==> config.mk <==
export PLATFORM = sky130hd
export DESIGN_NAME = poly_operand_driver
export DESIGN_NICKNAME = d
export VERILOG_FILES = /design/src/rtl/poly_operand_driver.sv
export SDC_FILE = /design/constraint.sdc
export NUM_CORES = 1
export LEC_CHECK = 0
export CELL_PAD_IN_SITES_DETAIL_PLACEMENT = 0
export CELL_PAD_IN_SITES_GLOBAL_PLACEMENT = 1
export CORE_MARGIN = 1
export CORE_UTILIZATION = 25
export CTS_CLUSTER_DIAMETER = 100
export DETAILED_ROUTE_END_ITERATION = 16
export GPL_TIMING_DRIVEN = 0
export HOLD_SLACK_MARGIN = 0.12
export PLACE_DENSITY_LB_ADDON = 0.1
export SLEW_MARGIN = 25
export SYNTH_ARGS = -nofsm -noshare
export SYNTH_HDL_FRONTEND = slang
export SYNTH_SLANG_ARGS = --single-unit
==> constraint.sdc <==
create_clock -name clk -period 5.2 [get_ports clk]
set_input_delay 1.3 -clock clk [delete_from_list [all_inputs] [get_ports clk]]
set_output_delay 1.3 -clock clk [all_outputs]
set_load 0.005 [all_outputs]
==> src/rtl/poly_operand_driver.sv <==
// poly_operand_driver: drives the evaluator's Go/DataIn load handshake for
// operands A, B, C, X, then captures the armed ResultValid into a held result.
// Ports: clk, reset (sync, active-high), start, op_a/op_b/op_c/op_x [7:0],
//   result_in [7:0], valid_in -> go, data_out [7:0], result [7:0], busy,
//   done, error, current_state [3:0] (IDLE=0 GO_HIGH=1 GO_LOW=2 WAIT=3 DONE=4).
// Optional feature: define SEQ_TIMEOUT_EN to abort WAIT after TIMEOUT_CYCLES.
module poly_operand_driver #(
  parameter int GO_HIGH_CYCLES = 2,
  parameter int GO_LOW_CYCLES  = 2,
  parameter int TIMEOUT_CYCLES = 32
) (
  input  logic       clk,
  input  logic       reset,
  input  logic       start,
  input  logic [7:0] op_a,
  input  logic [7:0] op_b,
  input  logic [7:0] op_c,
  input  logic [7:0] op_x,
  input  logic [7:0] result_in,
  input  logic       valid_in,
  output logic       go,
  output logic [7:0] data_out,
  output logic [7:0] result,
  output logic       busy,
  output logic       done,
  output logic       error,
  output logic [3:0] current_state
);

  typedef enum logic [3:0] {
    S_IDLE    = 4'd0,
    S_GO_HIGH = 4'd1,
    S_GO_LOW  = 4'd2,
    S_WAIT    = 4'd3,
    S_DONE    = 4'd4
  } state_t;

  localparam int PMAX =
    (GO_HIGH_CYCLES > GO_LOW_CYCLES) ? GO_HIGH_CYCLES : GO_LOW_CYCLES;
  localparam int PW = (PMAX > 1) ? $clog2(PMAX) : 1;
  localparam logic [PW-1:0] HI_LAST = PW'(GO_HIGH_CYCLES - 1);
  localparam logic [PW-1:0] LO_LAST = PW'(GO_LOW_CYCLES - 1);

  if (GO_HIGH_CYCLES < 1 || GO_LOW_CYCLES < 1 ||
      TIMEOUT_CYCLES < 1) begin : g_bad_param
    $error("poly_operand_driver: cycle parameters must be >= 1");
  end

  state_t          state, state_n;
  logic [7:0]      opa_q, opb_q, opc_q, opx_q;
  logic [1:0]      idx, idx_n;
  logic [PW-1:0]   phase, phase_n;
  logic            arm, arm_n;
  logic [7:0]      result_q;
  logic            load;
  logic            capture;
  logic            tmo_hit;

`ifdef SEQ_TIMEOUT_EN
  localparam int TW = (TIMEOUT_CYCLES > 1) ? $clog2(TIMEOUT_CYCLES) : 1;
  localparam logic [TW-1:0] TMO_LAST = TW'(TIMEOUT_CYCLES - 1);

  logic [TW-1:0] tmo_cnt;
  logic          err_q;

  // Counter holds the number of WAIT cycles already spent; it is zero in
  // every other state so it is clear on each WAIT entry.
  always_ff @(posedge clk) begin
    if (reset) begin
      tmo_cnt <= '0;
      err_q   <= 1'b0;
    end else begin
      err_q <= tmo_hit;
      if (state == S_WAIT && state_n == S_WAIT) begin
        tmo_cnt <= tmo_cnt + TW'(1);
      end else begin
        tmo_cnt <= '0;
      end
    end
  end

  assign error = err_q;
`else
  assign error = 1'b0;
`endif

  always_comb begin
    state_n = state;
    idx_n   = idx;
    phase_n = phase;
    arm_n   = arm;
    load    = 1'b0;
    capture = 1'b0;
    tmo_hit = 1'b0;
    unique case (state)
      S_IDLE: begin
        if (start) begin
          load    = 1'b1;
          idx_n   = 2'd0;
          phase_n = '0;
          state_n = S_GO_HIGH;
        end
      end
      S_GO_HIGH: begin
        if (phase == HI_LAST) begin
          phase_n = '0;
          state_n = S_GO_LOW;
        end else begin
          phase_n = phase + PW'(1);
        end
      end
      S_GO_LOW: begin
        if (phase == LO_LAST) begin
          phase_n = '0;
          if (idx == 2'd3) begin
            arm_n   = 1'b0;
            state_n = S_WAIT;
          end else begin
            idx_n   = idx + 2'd1;
            state_n = S_GO_HIGH;
          end
        end else begin
          phase_n = phase + PW'(1);
        end
      end
      S_WAIT: begin
        // A valid seen before any low sample is the evaluator's stale
        // result from the previous run, so it must not be captured.
        if (valid_in && arm) begin
          capture = 1'b1;
          state_n = S_DONE;
        end else begin
          if (!valid_in) begin
            arm_n = 1'b1;
          end
`ifdef SEQ_TIMEOUT_EN
          if (tmo_cnt == TMO_LAST) begin
            tmo_hit = 1'b1;
            state_n = S_IDLE;
          end
`endif
        end
      end
      S_DONE: begin
        state_n = S_IDLE;
      end
      default: begin
        state_n = S_IDLE;
      end
    endcase
  end

  always_ff @(posedge clk) begin
    if (reset) begin
      state    <= S_IDLE;
      idx      <= 2'd0;
      phase    <= '0;
      arm      <= 1'b0;
      opa_q    <= 8'd0;
      opb_q    <= 8'd0;
      opc_q    <= 8'd0;
      opx_q    <= 8'd0;
      result_q <= 8'd0;
    end else begin
      state <= state_n;
      idx   <= idx_n;
      phase <= phase_n;
      arm   <= arm_n;
      if (load) begin
        opa_q <= op_a;
        opb_q <= op_b;
        opc_q <= op_c;
        opx_q <= op_x;
      end
      if (capture) begin
        result_q <= result_in;
      end
    end
  end

  // Outputs decode registered state only, so Go and DataOut can move
  // only at state or index transitions.
  logic [7:0] op_sel;

  always_comb begin
    op_sel = 8'd0;
    unique case (idx)
      2'd0: op_sel = opa_q;
      2'd1: op_sel = opb_q;
      2'd2: op_sel = opc_q;
      2'd3: op_sel = opx_q;
      default: op_sel = 8'd0;
    endcase
  end

  assign go            = (state == S_GO_HIGH);
  assign data_out      = (state == S_GO_HIGH || state == S_GO_LOW) ?
                         op_sel : 8'd0;
  assign result        = result_q;
  assign busy          = (state != S_IDLE);
  assign done          = (state == S_DONE);
  assign current_state = state;

endmodule

==> flow_summary.yaml, run 1 <==
layout:
  syn_to_final_growth_pct: 40.8
  drive_gt1_frac: 0.0638
  nFillCells: 917
  nets: 392
  multiInputGateArea_sq_mm: 0.00105
  seq_area_sq_um: 941
  num_antenna_cells: 0
  utilization: 0.365
worst_setup_path:
  crit_chain: "inv_1, ha_1, clkbuf_1, clkbuf_1, nand2_1, o21a_1, nor2_1, clkdlybuf4s50_1"
  critPathCaptureType: "primary output"
  crit_required_ps: 3900
  cp-start-kind: "register"
  crit_slowest_cell: "clkdlybuf4s50_1"
  worst_path_dominant_cell_family: "buffers and inverters"
  cp_max_fo: 10
  worstSetupPathType: "register to primary output"
  crit_buf_inv: 4
  slowest_delay_ps: 510
  arrival_ps: 2390
  crit_top_cell: "clkbuf_1"
  r2r_slack_ps: 3550
timing:
  rsz0062_at_grt: "no"
  slew_headroom: 0.653
  max_clock_freq_ghz: 0.271
  tightest_slew_ps: 520
  fin_skew_ps: 2.01
  hold_viol: 0
  tns_ps: 0
  maxSlewViolCount: 0
  fin_crit_ps: 3690
  fin_crit_sh: 0.710
  setup_viol: 0
yosys:
  syn_area_sq_mm: 0.00214
  async_reset_ff_frac: 0
  synth_edf_count: 0
  netlist_instances: 271
  yosysWarnings: 0
  avgSynthCellArea_sq_um: 7.90
  seq_area_frac_synth: 0.440
  ys_ff_latch: 47
  ys_types: 32
  synth_ff_type: "dfxtp_1"
grt:
  grt_start_max_net_pins: 16
  antenna_found_initial: 0
  grt_pass1_wl_mm: 9.76
  grt_usage: 0.143
  grt.overflow.total: 0
  grt_pass1_vias: 1942
route:
  drc: 0
  drtAntennaViolNets: 0
  num_vias: 2031
  drt-initial-drc-count: 131
  drt_first_pass_iters: 5
  viasPerCell: 4.51
  routedWlPerCell_um: 13.6
  postRouteWirelength_mm: 6.12
power:
  leakagePower_nw: 1.07
  peakVddDrop_uv: 96.5
  pwr_density_cell_mw_per_mm2: 254
floorplan:
  io_pins: 68
  initial_utilization: 0.259
  dieArea_sq_mm: 0.00894
  die_x_um: 94.5
  die_h_um: 94.5
  core-area_sq_mm: 0.00826
  row_count: 33
clock_network:
  cts_tree: "yes"
  cts_setup_buffers: 0
  clk_latency_ps: 300
  cts.clk_slew.worst_paths_ps: 90
  cts_root_buf: "clkbuf_8"
  clock_path_buffers: 2
  cts_hold_buffers: 0
  cts_made_buffers: 5
  ctsResizeCount: 0
  cts.sinks: 47
  h-tree-depth: 2
place:
  hpwl_mm: 4.54
  place.gp.congestion: 0.731
  io_buffers: 65
run:
  cap_violations: 0
min_path:
  hp-class: "register to register"
outcome:
  outcome: "finished, final reports clean"
report_power, final:
part	internal, mW	switching, mW	total (mW)	leakage [nW]
sequential	0.381	0.0149	0.396	0.384
combinational	0.0770	0.0687	0.146	0.636
clock	0.0949	0.129	0.224	0.0483
cells in the mapped netlist (3+ instances only):
master    count  area share
a21oi_1      44        0.10
a222oi_1      8       0.037
buf_2         7       0.016
buf_6         4       0.021
clkbuf_1     11       0.019
dfxtp_1      47        0.44
ha_1          4       0.023
inv_1         3      0.0053
nand2_1      74        0.13
nand2b_1      4       0.012
nand3_1       9       0.021
nor2_1       10       0.018
nor3b_1       3       0.011
o21a_1        8       0.028
o21ai_0      10       0.023
layer usage:
layer	part of all wire	global-route usage	vias to the layer above
met2	0.43	0.216	51
met1	0.51	0.206	907
met4	0.0078	0.0379	0
met5	0	0	-
met3	0.052	0.0266	4
li1	-	-	1069
through the flow:
step / cell area [sq um] / hold slack, ps / std cells / total power, mW / setup WS (ps)
floorplan: 2140 / 436 / 272 / 0.479 / 2610
global placement: 2930 / 442 / 442 / 0.552 / 1830
detailed placement: 2930 / 448 / 442 / 0.552 / 1830
CTS: 3010 / 461 / 450 / 0.779 / 1480
global route: 3010 / 483 / 450 / 0.814 / 1270
finish: 3010 / 459 / 450 / 0.766 / 1510
kinds of logic after synthesis:
group,Yosys count,share of synthesized area
AO/OA/AOI/OAI,75,0.212
XOR/XNOR,1,0.00409
adder cells (fa/ha/maj),4,0.0234
buffers and inverters,29,0.0725
flip-flops,47,0.440
multiplexers,2,0.00935
other,1,0.00175
AND/OR/NAND/NOR,112,0.238
flip-flops by register name (all words and copies together) (netlist names):
signal and count:
arm 1, current_state 3, idx 2, opa_q 8, opb_q 8, opc_q 8, opx_q 8, phase 1
result 8
cell usage in the layout, fill, tap and decap left out, types with 7 or more instances in the layout:
master | netlist | routed
nand2_1 | 74 | 74
clkbuf_1 | 11 | 11
a222oi_1 | 8 | 8
o21ai_0 | 10 | 10
nand3_1 | 9 | 9
dfxtp_1 | 47 | 47
nor2_1 | 10 | 10
o21a_1 | 8 | 8
clkdlybuf4s50_1 | 0 | 65
a21oi_1 | 44 | 44
buf_2 | 7 | 7
cell type report:
| cell class | count | share of cell area |
|---|---|---|
| inverters | 3 | 0.00374 |
| clock buffers | 5 | 0.0228 |
| well taps | 105 | 0.0436 |
| multi-input cells | 196 | 0.348 |
| flip-flops and latches | 47 | 0.312 |
| plain buffers | 26 | 0.0477 |
| repair buffers | 65 | 0.216 |
| clock inverters | 3 | 0.00623 |
worst reg2reg max path: stages (launching register included):
cell and delay (ps):
dfxtp_1 420, ha_1 200, clkbuf_1 420, nand3b_1 180, a211o_1 180, mux2i_1 190
final timing paths:
kind	end	cells after the start	from
worst min register to register	opx_q[4]$_SDFFE_PP0P_	2	opx_q[4]$_SDFFE_PP0P_
worst min-delay path	opx_q[4]$_SDFFE_PP0P_	2	opx_q[4]$_SDFFE_PP0P_
worst max-delay path	data_out[6]	8	idx[0]$_SDFFE_PP0P_
worst max register to register	idx[0]$_SDFFE_PP0P_	5	idx[0]$_SDFFE_PP0P_
Note: power is estimated with default switching activity, not from simulation.
==> run 2, diff against run 1 <==
clock period = 3.1 ns   (was 5.2 ns; I/O delays follow)
==> run 2 against run 1 <==
Net effect: via count is 0.34% lower; die area is the same; core utilization up 0.17 points; clock power is 66% higher; global-route usage stayed put; non-clock buffer count decreased by 3; flip-flop and latch count is the same; wire length up 0.39%; cell count decreased by 0.67%; clock-buffer cell count stayed put; highest routed layer unchanged.
==> flow_summary.yaml, run 2 (synthesized netlist as in run 1, its figures left out) <==
outcome:
  outcome: "finished, final reports clean"
timing:
  tightest_slew_ps: 518
  rsz0062_at_grt: "no"
  fin_crit_sh: 0.953
  layout_setup_ws_ps: 146
  maxSlewViolCount: 0
  hold_viol: 0
  tns_ps: 0
  setup_viol: 0
  slew_headroom: 0.654
  fin_crit_ps: 2950
  fin_skew_ps: 2.88
  max_clock_freq_ghz: 0.338
route:
  drtAntennaViolNets: 0
  drt-initial-drc-count: 113
  routedWlPerCell_um: 13.7
  viasPerCell: 4.53
  drc: 0
  drt_first_pass_iters: 5
  num_vias: 2024
  postRouteWirelength_mm: 6.14
floorplan:
  row_count: 33
  core-area_sq_mm: 0.00826
  initial_utilization: 0.259
  die_h_um: 94.5
  die_x_um: 94.5
  dieArea_sq_mm: 0.00894
  io_pins: 68
min_path:
  hp-class: "register to register"
run:
  cap_violations: 0
power:
  p_sw_mw: 0.355
  pwr_density_cell_mw_per_mm2: 424
  leakagePower_nw: 1.07
  combPwrFrac: 0.192
  seqPwrFrac: 0.517
  peakVddDrop_uv: 158
  p_int_mw: 0.928
  clkPwrFrac: 0.290
  netSwitchingFraction: 0.277
worst_setup_path:
  crit_chain: "ha_1, buf_6, a222oi_1, o21a_1, nor2_1, clkdlybuf4s50_1"
  worstSetupPathType: "register to primary output"
  crit_slowest_cell: "a222oi_1"
  arrival_ps: 2180
  critPathCaptureType: "primary output"
  cp_max_fo: 10
  crit_required_ps: 2320
  cp-start-kind: "register"
  slowest_delay_ps: 470
  r2r_slack_ps: 1530
place:
  io_buffers: 65
  hpwl_mm: 4.54
  place_ws_ps: 257
  place.gp.congestion: 0.731
clock_network:
  cts_made_buffers: 5
  h-tree-depth: 2
  cts_setup_buffers: 0
  clk_latency_ps: 300
  cts.sinks: 47
  cts.clk_slew.worst_paths_ps: 90
  cts_tree: "yes"
  clock_path_buffers: 2
  cts_root_buf: "clkbuf_8"
layout:
  utilization: 0.367
  num_antenna_cells: 0
  nFillCells: 915
  multiInputGateArea_sq_mm: 0.00106
  syn_to_final_growth_pct: 41.4
  nets: 389
  drive_gt1_frac: 0.0819
  mostFrequentLayoutCell: "nand2_1"
  seq_area_sq_um: 945
  final_cell_mix: "nand2_1, clkdlybuf4s50_1, dfxtp_1"
grt:
  grt.overflow.total: 0
  grt_pass1_vias: 1942
  antenna_found_initial: 0
  grt_pass1_wl_mm: 9.76
  grt_usage: 0.143
  grt_start_max_net_pins: 16
==> run 2: critical path: cells and delay by family, from the launching register on <==
kind                       cells  cell delay (ps)
AOI/OAI and AO/OA              2              660
buffers and inverters          2              590
DFF                            1              370
adders and majority gates      1              220
and+or+nand+nor                1               40
==> run 2: path summary, 6_finish.rpt <==
kind	start	end	depth (start not counted)
max reg2reg	current_state[0]$_SDFFE_PP0P_	result[4]$_SDFFE_PP0P_	5
min	opc_q[1]$_SDFFE_PP0P_	opc_q[1]$_SDFFE_PP0P_	2
max	idx[0]$_SDFFE_PP0P_	data_out[5]	6
min reg2reg	opc_q[1]$_SDFFE_PP0P_	opc_q[1]$_SDFFE_PP0P_	2
==> run 2: what timing repair did <==
item                       in CTS  in global routing
resized for setup               2                 10
setup endpoints to repair       8                  8
pin swaps                       0                  2
hold endpoints to repair        0                  0
hold buffers                    0                  0
==> run 2: layout make-up <==
type,instances,area share
clock inverter,3,0.00620
clock buffer,5,0.0227
tap,105,0.0434
timing repair buffer,65,0.215
inverter,3,0.00372
buffer,23,0.0467
multi-input combinational,196,0.350
sequential,47,0.312
==> run 2: power groups by stage <==
stage / logic (mW) / clock network, mW / registers (mW)
6_report: 0.247 / 0.372 / 0.664
3_3_place_gp: 0.249 / 0 / 0.677
2_1_floorplan: 0.135 / 0 / 0.670
5_1_grt: 0.278 / 0.421 / 0.668
4_1_cts: 0.249 / 0.394 / 0.664
3_5_place_dp: 0.248 / 0 / 0.678
==> run 2: layer usage <==
metal | vias up | track usage | share of wire
met1 | 911 | 0.206 | 0.51
met2 | 46 | 0.216 | 0.44
met3 | 4 | 0.0266 | 0.047
li1 | 1063 | - | -
met4 | 0 | 0.0379 | 0.0078
met5 | - | 0 | 0
==> run 2: stage by stage <==
stage	instances	hold WS, ps	area [sq um]	total power [mW]
detailed placement	442	448	2930	0.926
global route	447	483	3030	1.37
floorplan	272	436	2140	0.804
finish	447	458	3030	1.28
CTS	450	461	3020	1.31
global placement	442	442	2930	0.926
==> run 3, diff against run 2 <==
CORE_ASPECT_RATIO = 0.6   (was not set)
==> run 3 against run 2 <==
Net effect: fmax about the same; worst hold slack got worse by 2.1 ps; setup slack lost 1.1 ps; flip-flop and latch count is the same; combinational power grew 4%; clock power is 41% higher; clock-buffer cell count is 1 higher; total power up 13%; clock skew up 4.2 ps; non-clock buffer count stayed put; first-iteration DRC count is 54% higher.
==> flow_summary.yaml, run 3 (synthesized netlist as in run 1, its figures left out) <==
timing:
  fin_crit_ps: 2960
  fin_skew_ps: 7.10
  fin_crit_sh: 0.953
  tns_ps: 0
  max_clock_freq_ghz: 0.338
  maxSlewViolCount: 0
  hold_ws_ps: 456
  hold_viol: 0
  rsz0062_at_grt: "no"
  setup_viol: 0
  tightest_slew_ps: 656
  slew_headroom: 0.563
worst_setup_path:
  cp-start-kind: "register"
  slowest_delay_ps: 450
  r2r_slack_ps: 1510
  arrival_ps: 2180
  crit_slowest_cell: "clkdlybuf4s50_1"
  crit_required_ps: 2320
  worstSetupPathType: "register to primary output"
  crit_chain: "ha_1, clkbuf_2, a222oi_1, o21a_1, nor2_1, clkdlybuf4s50_1"
  critPathCaptureType: "primary output"
  cp_max_fo: 10
  ff2ff_path_depth: 5
clock_network:
  cts.clk_slew.worst_paths_ps: 60
  h-tree-depth: 2
  clock_path_buffers: 2
  cts.sinks: 47
  cts_made_buffers: 5
  cts_setup_buffers: 0
  cts_tree: "yes"
  cts_root_buf: "clkbuf_16"
  clk_latency_ps: 280
route:
  drc: 0
  drtAntennaViolNets: 0
  wl_met3_um: 463
  drt-initial-drc-count: 174
  postRouteWirelength_mm: 6.64
  met1_length_mm: 3.49
  num_vias: 2095
  top_layer: "met4"
  drt_first_pass_iters: 4
  met2WireLength_mm: 2.66
  routedWlPerCell_um: 14.7
  viasPerCell: 4.66
power:
  peakVddDrop_uv: 234
  pwr_density_cell_mw_per_mm2: 469
  leakagePower_nw: 1.09
layout:
  final_cell_mix: "nand2_1, clkdlybuf4s50_1, dfxtp_1"
  mostFrequentLayoutCell: "nand2_1"
  drive_gt1_frac: 0.0789
  nets: 389
  design_area_sq_mm: 0.00308
  syn_to_final_growth_pct: 44.0
  num_antenna_cells: 0
grt:
  grt_pass1_vias: 1994
  antenna_found_initial: 0
  grt_start_max_net_pins: 15
  grt_usage: 0.157
  grt.overflow.total: 0
  grt_pass1_wl_mm: 10.6
floorplan:
  initial_utilization: 0.265
  row_count: 25
  io_pins: 68
  die_h_um: 73.7
  core-area_sq_mm: 0.00807
  die_x_um: 121
  dieArea_sq_mm: 0.00895
place:
  placed_area_sq_mm: 0.00293
  hpwl_mm: 4.90
  place.gp.congestion: 0.741
  io_buffers: 65
min_path:
  worstHoldPathCells: 2
  hp-class: "register to register"
outcome:
  outcome: "finished, final reports clean"
run:
  cap_violations: 0
-- run 3: cell type report --
class	instances	area [sq um]
fill	858	4990
clock buffer	6	129
clock inverter	2	12.5
multi-input combinational	196	1060
buffer	23	140
inverter	3	11.3
timing repair buffer	65	651
tap	108	135
sequential	47	942
-- run 3: path summary, 6_finish.rpt --
path                          from                     to
max            idx[0]$_SDFFE_PP0P_            data_out[7]
min reg2reg  opb_q[4]$_SDFFE_PP0P_  opb_q[4]$_SDFFE_PP0P_
max reg2reg    idx[0]$_SDFFE_PP0P_    idx[1]$_SDFFE_PP0P_
min          opb_q[4]$_SDFFE_PP0P_  opb_q[4]$_SDFFE_PP0P_
-- run 3: through the flow --
step | total power, mW | utilization | cells | worst slack (ps)
after floorplan | 0.804 | - | 272 | 1040
after global placement | 0.930 | 0.363 | 445 | 110
after detailed placement | 0.931 | 0.363 | 445 | 104
after CTS | 1.46 | 0.381 | 452 | 61.6
after global routing | 1.52 | 0.382 | 450 | 12.1
final | 1.45 | 0.382 | 450 | 145
-- run 3: timing repair --
item	CTS	global route
setup endpoints to repair	8	8
resized for setup	3	6
hold buffers	0	0
endpoints found under the hold margin	0	0
-- run 3: report_power, final --
part	internal (mW)	total (mW)	switching, mW
registers	0.640	0.664	0.0239
clock network	0.298	0.526	0.228
logic	0.132	0.256	0.124
total	1.07	1.45	0.376
-- run 3: per-layer routing --
layer  global-route usage  vias up
met1                0.239      964
met2                0.222       61
met4               0.0288        0
met5                    0        -
met3               0.0342        2
li1                     -     1068
-- run 3: worst max-delay path, delay by kind of cell (launching register included) --
kind	cells	cell delay (ps)
AOI/OAI and AO/OA	2	600
adders and majority gates	1	220
buffers and inverters	2	670
DFF	1	350
and+or+nand+nor	1	50
